--- config.mk ---
export PLATFORM = sky130hd
export DESIGN_NAME = store_buffer
export DESIGN_NICKNAME = d
export VERILOG_FILES = /design/src/rtl/store_buffer.sv
export SDC_FILE = /design/constraint.sdc
export NUM_CORES = 1
export LEC_CHECK = 0
export CAP_MARGIN = 10
export CORE_ASPECT_RATIO = 1.5
export CORE_MARGIN = 4
export CORE_UTILIZATION = 40
export DETAILED_ROUTE_END_ITERATION = 16
export GPL_TIMING_DRIVEN = 0
export MAX_ROUTING_LAYER = met4
export PLACE_DENSITY = 0.65
export RECOVER_POWER = 25
export SYNTH_ARGS = -nofsm -noshare
export SYNTH_HDL_FRONTEND = slang
export SYNTH_SLANG_ARGS = --single-unit
--- constraint.sdc ---
create_clock -name CLK -period 7.5 [get_ports CLK]
set_clock_uncertainty 0.1 [all_clocks]
set_input_delay 0.75 -clock CLK [delete_from_list [all_inputs] [get_ports CLK]]
set_output_delay 0.75 -clock CLK [all_outputs]
set_load 0.02 [all_outputs]
--- src/rtl/store_buffer.sv ---
// Store buffer between the CPU and the data cache. Stores are queued in a
// small circular FIFO and drained to memory in the background; loads hit the
// youngest matching buffered store or stall for a memory read that bypasses
// the queued stores.
//
// Handshake: a CPU request (CPU_WRITE / CPU_READ) is held until a rising CLK
// edge where CPU_BUSYWAIT is low, and it is accepted on that edge. A memory
// request (MEM_WRITE / MEM_READ) completes on the rising edge where it is
// asserted while MEM_BUSYWAIT is low.
module store_buffer #(
  parameter int DEPTH = 4,
  localparam int PW = $clog2(DEPTH),
  localparam int CW = PW + 1
) (
  input  logic          CLK,
  input  logic          RESET,
  input  logic          CPU_WRITE,
  input  logic          CPU_READ,
  input  logic [7:0]    CPU_ADDRESS,
  input  logic [7:0]    CPU_WRITEDATA,
  output logic [7:0]    CPU_READDATA,
  output logic          CPU_BUSYWAIT,
  output logic          MEM_WRITE,
  output logic          MEM_READ,
  output logic [7:0]    MEM_ADDRESS,
  output logic [7:0]    MEM_WRITEDATA,
  input  logic [7:0]    MEM_READDATA,
  input  logic          MEM_BUSYWAIT,
  output logic [1:0]    DBG_STATE,
  output logic [CW-1:0] DBG_COUNT
);

  typedef enum logic [1:0] {IDLE = 2'd0, DRAIN = 2'd1, LOAD = 2'd2} state_t;

  state_t        state_q, state_d;
  logic [PW-1:0] head_q, head_d;
  logic [PW-1:0] tail_q, tail_d;
  logic [CW-1:0] count_q, count_d;
  logic [7:0]    addr_q [DEPTH];
  logic [7:0]    addr_d [DEPTH];
  logic [7:0]    data_q [DEPTH];
  logic [7:0]    data_d [DEPTH];

  logic          full;
  logic          enq;
  logic          deq;
  logic          mem_done;
  logic          fwd_hit;
  logic [7:0]    fwd_data;
  logic          rd_miss;
  logic [PW-1:0] idx;

  assign full      = (count_q == CW'(DEPTH));
  assign enq       = CPU_WRITE && !full;
  assign mem_done  = !MEM_BUSYWAIT;
  assign rd_miss   = CPU_READ && !fwd_hit;
  assign DBG_STATE = state_q;
  assign DBG_COUNT = count_q;

  // Forwarding search: walk valid entries oldest to youngest so the last
  // match (the youngest store to that address) wins.
  always_comb begin
    fwd_hit  = 1'b0;
    fwd_data = 8'h00;
    idx      = '0;
    for (int i = 0; i < DEPTH; i++) begin
      idx = head_q + PW'(i);
      if ((CW'(i) < count_q) && (addr_q[idx] == CPU_ADDRESS)) begin
        fwd_hit  = 1'b1;
        fwd_data = data_q[idx];
      end
    end
  end

  // Controller: memory request generation, CPU stall/read data, next state.
  always_comb begin
    state_d       = state_q;
    deq           = 1'b0;
    MEM_WRITE     = 1'b0;
    MEM_READ      = 1'b0;
    MEM_ADDRESS   = 8'h00;
    MEM_WRITEDATA = 8'h00;
    CPU_READDATA  = 8'h00;
    // Store stall uses the pre-edge count: a dequeue on this edge does not help.
    CPU_BUSYWAIT  = (CPU_WRITE && full) || rd_miss;
    if (CPU_READ && fwd_hit) begin
      CPU_READDATA = fwd_data;
    end
    unique case (state_q)
      IDLE: begin
        if (rd_miss) begin
          state_d = LOAD;
        end else if (count_q != '0) begin
          state_d = DRAIN;
        end
      end
      DRAIN: begin
        MEM_WRITE     = 1'b1;
        MEM_ADDRESS   = addr_q[head_q];
        MEM_WRITEDATA = data_q[head_q];
        // The in-flight write always finishes before a pending load starts.
        if (mem_done) begin
          deq = 1'b1;
          if (rd_miss) begin
            state_d = LOAD;
          end else if (count_q - CW'(1) + CW'(enq) != '0) begin
            state_d = DRAIN;
          end else begin
            state_d = IDLE;
          end
        end
      end
      LOAD: begin
        MEM_READ    = 1'b1;
        MEM_ADDRESS = CPU_ADDRESS;
        if (mem_done) begin
          CPU_READDATA = MEM_READDATA;
          CPU_BUSYWAIT = CPU_WRITE && full;
          state_d      = (count_q != '0) ? DRAIN : IDLE;
        end
      end
      default: state_d = IDLE;
    endcase
  end

  // FIFO pointer, count and entry updates.
  always_comb begin
    head_d  = head_q + PW'(deq);
    tail_d  = tail_q + PW'(enq);
    count_d = count_q + CW'(enq) - CW'(deq);
    addr_d  = addr_q;
    data_d  = data_q;
    if (enq) begin
      addr_d[tail_q] = CPU_ADDRESS;
      data_d[tail_q] = CPU_WRITEDATA;
    end
  end

  // Control registers with synchronous reset; reset discards all entries.
  always_ff @(posedge CLK) begin
    if (RESET) begin
      state_q <= IDLE;
      head_q  <= '0;
      tail_q  <= '0;
      count_q <= '0;
    end else begin
      state_q <= state_d;
      head_q  <= head_d;
      tail_q  <= tail_d;
      count_q <= count_d;
    end
  end

  // Entry storage; contents are only meaningful while counted as valid.
  always_ff @(posedge CLK) begin
    addr_q <= addr_d;
    data_q <= data_d;
  end

endmodule

### Word level (Yosys, flattened, before mapping)

Cells that the tools add are included.

* logic and storage cells: 117
* input bits: 29
* register bits after elaboration: 73
* output and inout bits: 32

* reduce and logical (&&, ||, !) cells: 16
* $lt $le $gt $ge: 10
* add/sub/neg operators: 9
* bitwise gates (word level): 5
* muxes and demuxes: 55
* equality and inequality tests: 10

Operators with widths (count)
* $mux 8: 25
* $bmux 8 s2: 8
* $bwmux 32: 2
* $eq 8x8->1: 4
* $demux 8 s2: 1
* $pmux 8 s2: 1
* $ge 3x3->1 const B: 5
* $not 2->3: 5
* $mux 1: 12
* $mux 2: 5
* $logic_and 1x1->1: 9
* $add 3x1->3: 2
* $lt 1x3->1 const A: 2
* $lt 2x3->1 const A: 2
* $pmux 2 s3: 1
* $reduce_bool 3->1: 2
* $add 2x1->2: 2
* $add 2x2->2 const B: 2
* $ne 2x2->1 const B: 2
* $eq 3x3->1 const B: 1
* $lt 3x1->1 const B: 1
* $ne 3x3->1 const B: 1
* $reduce_and 3->1: 1
* $sub 3x1->3: 1
* 7 further kinds: 8

### Longest topological paths before layout

Gate-level depths: netlist of run 1.

* word-level depth: 15
* mapped depth: 12
* mapped depth without buffers: 10

### Worst setup path after synthesis of run 1

Ideal clock, no wire load.

* path kind: input port to output port
* from: in CPU_ADDRESS[5]
* to: out CPU_READDATA[1]
* arrival time: 2635 ps
* path buffers: 2
* setup slack: 4015 ps
* stages: 8
* data required time: 6650 ps
* cells stage by stage: clkbuf_1 xnor2_1 nor4_1 nand4_1 a21oi_4 buf_4 a311oi_1 o31ai_1

* longest elaborated chain between the ends: 10
* elaborated cells on any way between the ends: 20
* those cells by class: 4 x eq/ne; 11 x mux; 5 x reduce/logical

Ends and longest elaborated chain
* start: declaration: line 19 `input logic [7:0] CPU_ADDRESS,`
* $eq 8x8->1: line 68 `if ((CW'(i) < count_q) && (addr_q[idx] == CPU_ADDRESS)) begin`
* $logic_and 1x1->1: line 68
* $mux 1 (4 in a row): line 68
* $logic_and 1x1->1: line 86 `if (CPU_READ && fwd_hit) begin`
* $mux 8 *: line 86
* $mux 8: line 116 `if (mem_done) begin`
* $mux 8 *: line 89 `unique case (state_q)`
* end: declaration: line 21 `output logic [7:0] CPU_READDATA,`

Every way passes the cells marked *; elsewhere a longest branch is shown, timed or not.

### Final worst setup path of run 1

* from: in CPU_ADDRESS[3]
* to: out CPU_READDATA[4]

The elaborated chain is that of the path after synthesis.

==> results of run 1 <==
registers in the layout (all words and copies together) (netlist names):
| signal | count |
|---|---|
| head_q | 2 |
| DBG_COUNT | 3 |
| tail_q | 2 |
| data_q | 32 |
| DBG_STATE | 2 |
| addr_q | 32 |
metrics by stage:
stage | instance area [um2] | hold slack, ns | std cells | util, % | worst slack, ns
after CTS | 6200 | 0.508 | 633 | 50.1 | 2.50
after floorplan | 5040 | 0.440 | 396 | - | 4.01
after global placement | 5840 | 0.459 | 612 | 47.1 | 2.55
after detailed placement | 5920 | 0.501 | 617 | 47.8 | 2.51
after global routing | 6200 | 0.548 | 633 | 50.1 | 2.28
final | 6200 | 0.504 | 633 | 50.1 | 2.49
how the worst max path moves through the flow:
stage                        start         endpoint  slack, ns  depth (start not counted)
floorplan           CPU_ADDRESS[5]  CPU_READDATA[1]       4.01                          8
global placement    CPU_ADDRESS[3]  CPU_READDATA[5]       2.55                          9
detailed placement  CPU_ADDRESS[5]  CPU_READDATA[1]       2.51                         10
CTS                 CPU_ADDRESS[5]  CPU_READDATA[5]       2.50                         10
global route        CPU_ADDRESS[5]  CPU_READDATA[4]       2.28                         10
finish              CPU_ADDRESS[3]  CPU_READDATA[4]       2.49                          9
cell usage in the layout (no fill, tap or decap), types with 3 or more instances in the layout:
master / instances
mux4_2: 30
nand2_1: 8
buf_6: 8
mux2i_1: 48
xor2_1: 10
inv_1: 12
o21ai_0: 6
edfxtp_1: 64
and2_1: 10
clkbuf_16: 9
nor2b_1: 21
nor3_2: 4
nor3b_1: 7
clkbuf_1: 16
a21oi_1: 4
clkinv_1: 3
ha_1: 12
a22oi_1: 16
dfxtp_1: 9
a311oi_1: 8
o31ai_1: 8
buf_2: 6
nor2_1: 11
clkdlybuf4s50_1: 49
nand3_1: 5
buf_4: 3
dlygate4sd3_1: 11
xnor2_1: 33
nor3_1: 6
nor4_1: 5
cell type report:
class	instances	area [um2]
flip-flops and latches	73	2100
repair buffers	65	673
well taps	156	195
clock buffers	11	233
plain buffers	31	198
inverters	12	45.0
multi-input cells	280	2710
clock inverters	5	46.3
fillers	1125	6190
layer usage:
layer	track usage (%)	wire, um	vias to the layer above
met5	-	0	-
met4	8.34	420	0
met3	3.84	574	32
met2	33.2	7070	127
met1	22.6	5310	1850
li1	-	-	1683
kinds of logic (layout without fill, tap and decap cells):
group           Yosys count  count (layout)  synth area share, %
simple gates             87              87                 10.0
mux                      80              80                 23.4
flops                    73              73                 41.7
compound gates           57              57                 9.21
xor+xnor                 43              43                 7.47
buf+inv                  43             124                 4.82
fa+ha+maj                13              13                 3.38
power groups by stage:
stage	sequential, mW	clock, mW	combinational (mW)
2_1_floorplan	0.544	0	0.371
3_3_place_gp	0.543	0	0.572
3_5_place_dp	0.545	0	0.597
4_1_cts	0.537	0.415	0.599
5_1_grt	0.544	0.432	0.643
6_report	0.536	0.408	0.594
worst max-delay path: stages:
cell             delay [ns]
clkdlybuf4s50_1        0.58
clkbuf_1               0.34
xnor2_1                0.17
nor3_1                 0.23
o2111ai_2              0.41
nor2_2                 0.34
o311ai_4               0.23
o31ai_1                0.42
clkdlybuf4s50_1        0.68
==> run metrics, run 1 <==
Synth Cell Area ~0.0050 mm2; Die H 145 um; hold_sp DBG_STATE[0]$_SDFFE_PP0P_; diode count 0; Die ar. 0.0145 mm2; r2r endpoint DBG_COUNT[2]$_SDFF_PP0_; Final Critical Period around 5.0 ns; H-Tree Depth 3; Tightest Hold Check Type flip-flop to flip-flop; area share of the largest cell type after synthesis about two fifths; final setup violating endpoints 0; Max Freq between 150 and 200 MHz; Final Max Slew Viols 0; count leader, synth edfxtp_1; top cells by area, synth edfxtp_1, mux4_2, mux2i_1, xnor2_1, dfxtp_1; Reg2Reg Setup Slack ~4.3 ns; area leader, netlist edfxtp_1; Worst EP arrival between 4 and 5 ns; area grow syn2layout 23.0%; Final TNS setup 0 ns; DP Wirelength 9840 um; Psw roughly 0.52 mW; peak fanout along the critical path 10; fin crit share about 67%; Worst Reg-to-Reg Cells 12; nets@finish 514; Post-CTS Setup Bufs 0; Worst-path clk slew roughly 0.06 ns; Die Wd 99.7 um; clock net sink count 73; Clk Tree Root Cell clkbuf_16; status finished clean; core area about 0.012 mm2; DRC Markers 0; Vias/cell between 5 and 6; Critical Setup Path Class primary input to output port; post-synthesis register bit count 73; Total Routing Usage GR between 15 and 20%; Int Pwr ~1.0 mW; Bufs on Longest Clock Path 2; Worst-Skew Late Latency roughly 0.34 ns; Starting Density 40.7%; Synth Instances approximately 400; Worst Tran Pin Value ~1.1 ns; hold buffers post-CTS 0; maximum VDD drop approximately 0.12 mV; Clk pwr share 26.5%; Avg Inst Size Synth around 13 um2; Comb power frac between 30 and 40%; Sw Share between 30% and 40%; first-pass GRT wire length between 20000 and 25000 um; drt wl/cell between 20 and 25 um; Max Cap Viol 0; required time of the critical path about 6.7 ns; Top-Level Pins roughly 60; CP Capture Type output port; num rows 50; Routed WL between 10000 and 15000 um; DRT antenna net count 0; Synth cell types 48; Hold Path Sink DBG_STATE[0]$_SDFFE_PP0P_; number of synthesized flops with an enable pin 64; Synth Warn # 0; sequential share of the synthesized area a little over two fifths; hold depth 2; Slew headroom 29.5%; syn nets ~440; CTS resizes 0; RSZ-0062 raised after global routing no; total power about 1.5 mW; largest net degree at the start of global routing 17; Commonest cells post-synth edfxtp_1, mux2i_1, xnor2_1, mux4_2, nor2b_1; DRT Pass-1 Iters 6; leakage power between 1.5 and 2 nW; predominant post-synthesis flop cell edfxtp_1; CP startpoint kind primary input; Final Hold Fails 0; grt ovf 0; CTS tree done; port buffer count 60; share of layout cells above drive strength 1 between 10% and 20%; vias in the first global route around 3900; Via Count roughly 3700; ys async rst share 0%; sequential power share roughly a third; antenna violations before repair 0; gp weighted congestion between 0.9 and 1; initial DRC count between 200 and 250; Num CTS Buffers 9; PwrDens between 200 and 250 mW/mm2; Worst R2R Start DBG_STATE[1]$_SDFFE_PP0P_
Power figures use the tool's default switching activity.
==> run 2, diff against run 1 <==
PLACE_DENSITY = 0.67   (was 0.65)
clock period = 4.4 ns   (was 7.5 ns; I/O delays follow)
==> run metrics, run 2 (synthesized netlist as in run 1, its figures left out) <==
Starting Density 40.7% (unchanged); Final Core Density 50.4% (+0.35 points); Worst Tran Pin Value 0.956 ns (-0.101 ns); Worst-path clk slew 0.06 ns (about the same); Total Routing Usage GR 18.2% (-1.5 points); H-Tree Depth 3 (unchanged); vias in the first global route 3733 (-3.5%); DRC Markers 0 (unchanged); required time of the critical path 3.86 ns (-2.79 ns); Tightest Hold Check Type flip-flop to flip-flop; initial DRC count 211 (-8.7%); CTS tree done; antenna violations before repair 0 (unchanged); grt ovf 0 (unchanged); Final Critical Period approximately 4.3 ns; Final Hold Fails 0 (unchanged); Worst-Skew Late Latency 0.34 ns (about the same); final setup violating endpoints 0 (unchanged); share of layout cells above drive strength 1 17.6% (+1.5 points); leakage power 1.95 nW (+1.1%); peak fanout along the critical path 10 (unchanged); Final Max Slew Viols 0 (unchanged); total power 2.68 mW (+74%); Max Freq 233 MHz; hold buffers post-CTS 0 (unchanged); RSZ-0062 raised after global routing no; status finished clean; Hold Slack 0.514 ns (+0.0102 ns); gp weighted congestion 0.869 (-3.6%); fin cells 632 (-0.16%); Clk Tree Root Cell clkbuf_16; DRT antenna net count 0 (unchanged); CP startpoint kind primary input; fin crit share a little over nine tenths; Worst EP arrival 3.75 ns (-0.41 ns); placed cell area 0.00588 mm2 (-0.66%); DR top layer met4; Routed WL 12600 um (-5.6%); post-route cell area 0.00624 mm2 (+0.71%); most frequent cells in the layout edfxtp_1, clkdlybuf4s50_1, mux2i_1; core area 0.0124 mm2 (unchanged); CP Capture Type output port; first-pass GRT wire length 19600 um (-7.5%); maximum VDD drop 0.195 mV (+67%); Max Cap Viol 0 (unchanged); Post-Place Cells 615 (-0.32%); Bufs on Longest Clock Path 2 (unchanged); Num CTS Buffers 9 (unchanged); diode count 0 (unchanged); Top-Level Pins 61 (unchanged); commonest non-fill, non-tap cell in the layout edfxtp_1; drt wl/cell 20.0 um (-5.5%); Critical Setup Path Class primary input to output port; Die ar. 0.0145 mm2 (unchanged); nets@finish 513 (-0.19%); area grow syn2layout 23.9%; met2 WL 6860 um (-2.9%); Final TNS setup 0 ns (unchanged); Die H 145 um (unchanged); Slew headroom 36.3% (+6.8 points); M1 WL 4830 um (-9.1%); pre-CTS setup slack 0.0839 ns (-2.43 ns); Worst Setup Slack, final 0.115 ns (-2.38 ns); Die Wd 99.7 um (unchanged); DRT Pass-1 Iters 5 (-1); Via Count 3644 (-1.3%); Vias/cell 5.77 (-1.1%); port buffer count 60 (unchanged); met3 wire len 520 um (-9.4%); clock net sink count 73 (unchanged); largest net degree at the start of global routing 17 (unchanged); num rows 50 (unchanged); DP Wirelength 9500 um (-3.5%); PwrDens 430 mW/mm2 (+73%)
run 2: cell types whose count changed in the layout (fill, tap and decap cells not counted), moves of 2 or more:
cell,delta
a2111oi_0,-2
clkinv_1,-3
buf_4,+3
clkinv_4,+2
buf_6,-3
clkbuf_1,-3
run 2: critical path: stages:
cell and delay, ns:
clkdlybuf4s50_1 0.54, clkbuf_1 0.33, xnor2_1 0.15, nor3_1 0.33
o2111ai_4 0.30, nor2_2 0.30, o311ai_4 0.22, o31ai_1 0.44
clkdlybuf4s50_1 0.69
run 2: final timing paths:
path,start,to,slack [ns],cells after the start
worst min-delay path,DBG_STATE[0]$_SDFFE_PP0P_,DBG_STATE[0]$_SDFFE_PP0P_,0.51,2
worst max register to register,DBG_STATE[1]$_SDFFE_PP0P_,DBG_COUNT[2]$_SDFF_PP0_,1.24,12
worst min register to register,DBG_STATE[0]$_SDFFE_PP0P_,DBG_STATE[0]$_SDFFE_PP0P_,0.51,2
worst max-delay path,CPU_ADDRESS[3],CPU_READDATA[1],0.11,9
run 2: where the power goes:
part           switching [mW]  internal (mW)
logic                   0.542          0.455
clock network           0.279          0.495
registers              0.0672          0.843
total                   0.888           1.79
run 2: cell type report:
class                           count  area (um2)
Clock inverter                      7        95.1
Clock buffer                        9         225
Buffer                             30         194
Timing Repair Buffer               65         649
Multi-Input combinational cell    280        2740
Fill cell                        1075        6140
Inverter                           12        45.0
Sequential cell                    73        2100
Tap cell                          156         195
run 2: per-layer routing:
metal / track usage (%) / up-vias
met5: - / -
met4: 8.27 / 0
met2: 31.8 / 120
met1: 19.7 / 1819
li1: - / 1675
met3: 3.41 / 30
run 2: timing repair:
item,CTS,global route
resized for setup,0,6
buffers inserted,0,2
setup endpoints to repair,0,4
hold endpoints to repair,0,0
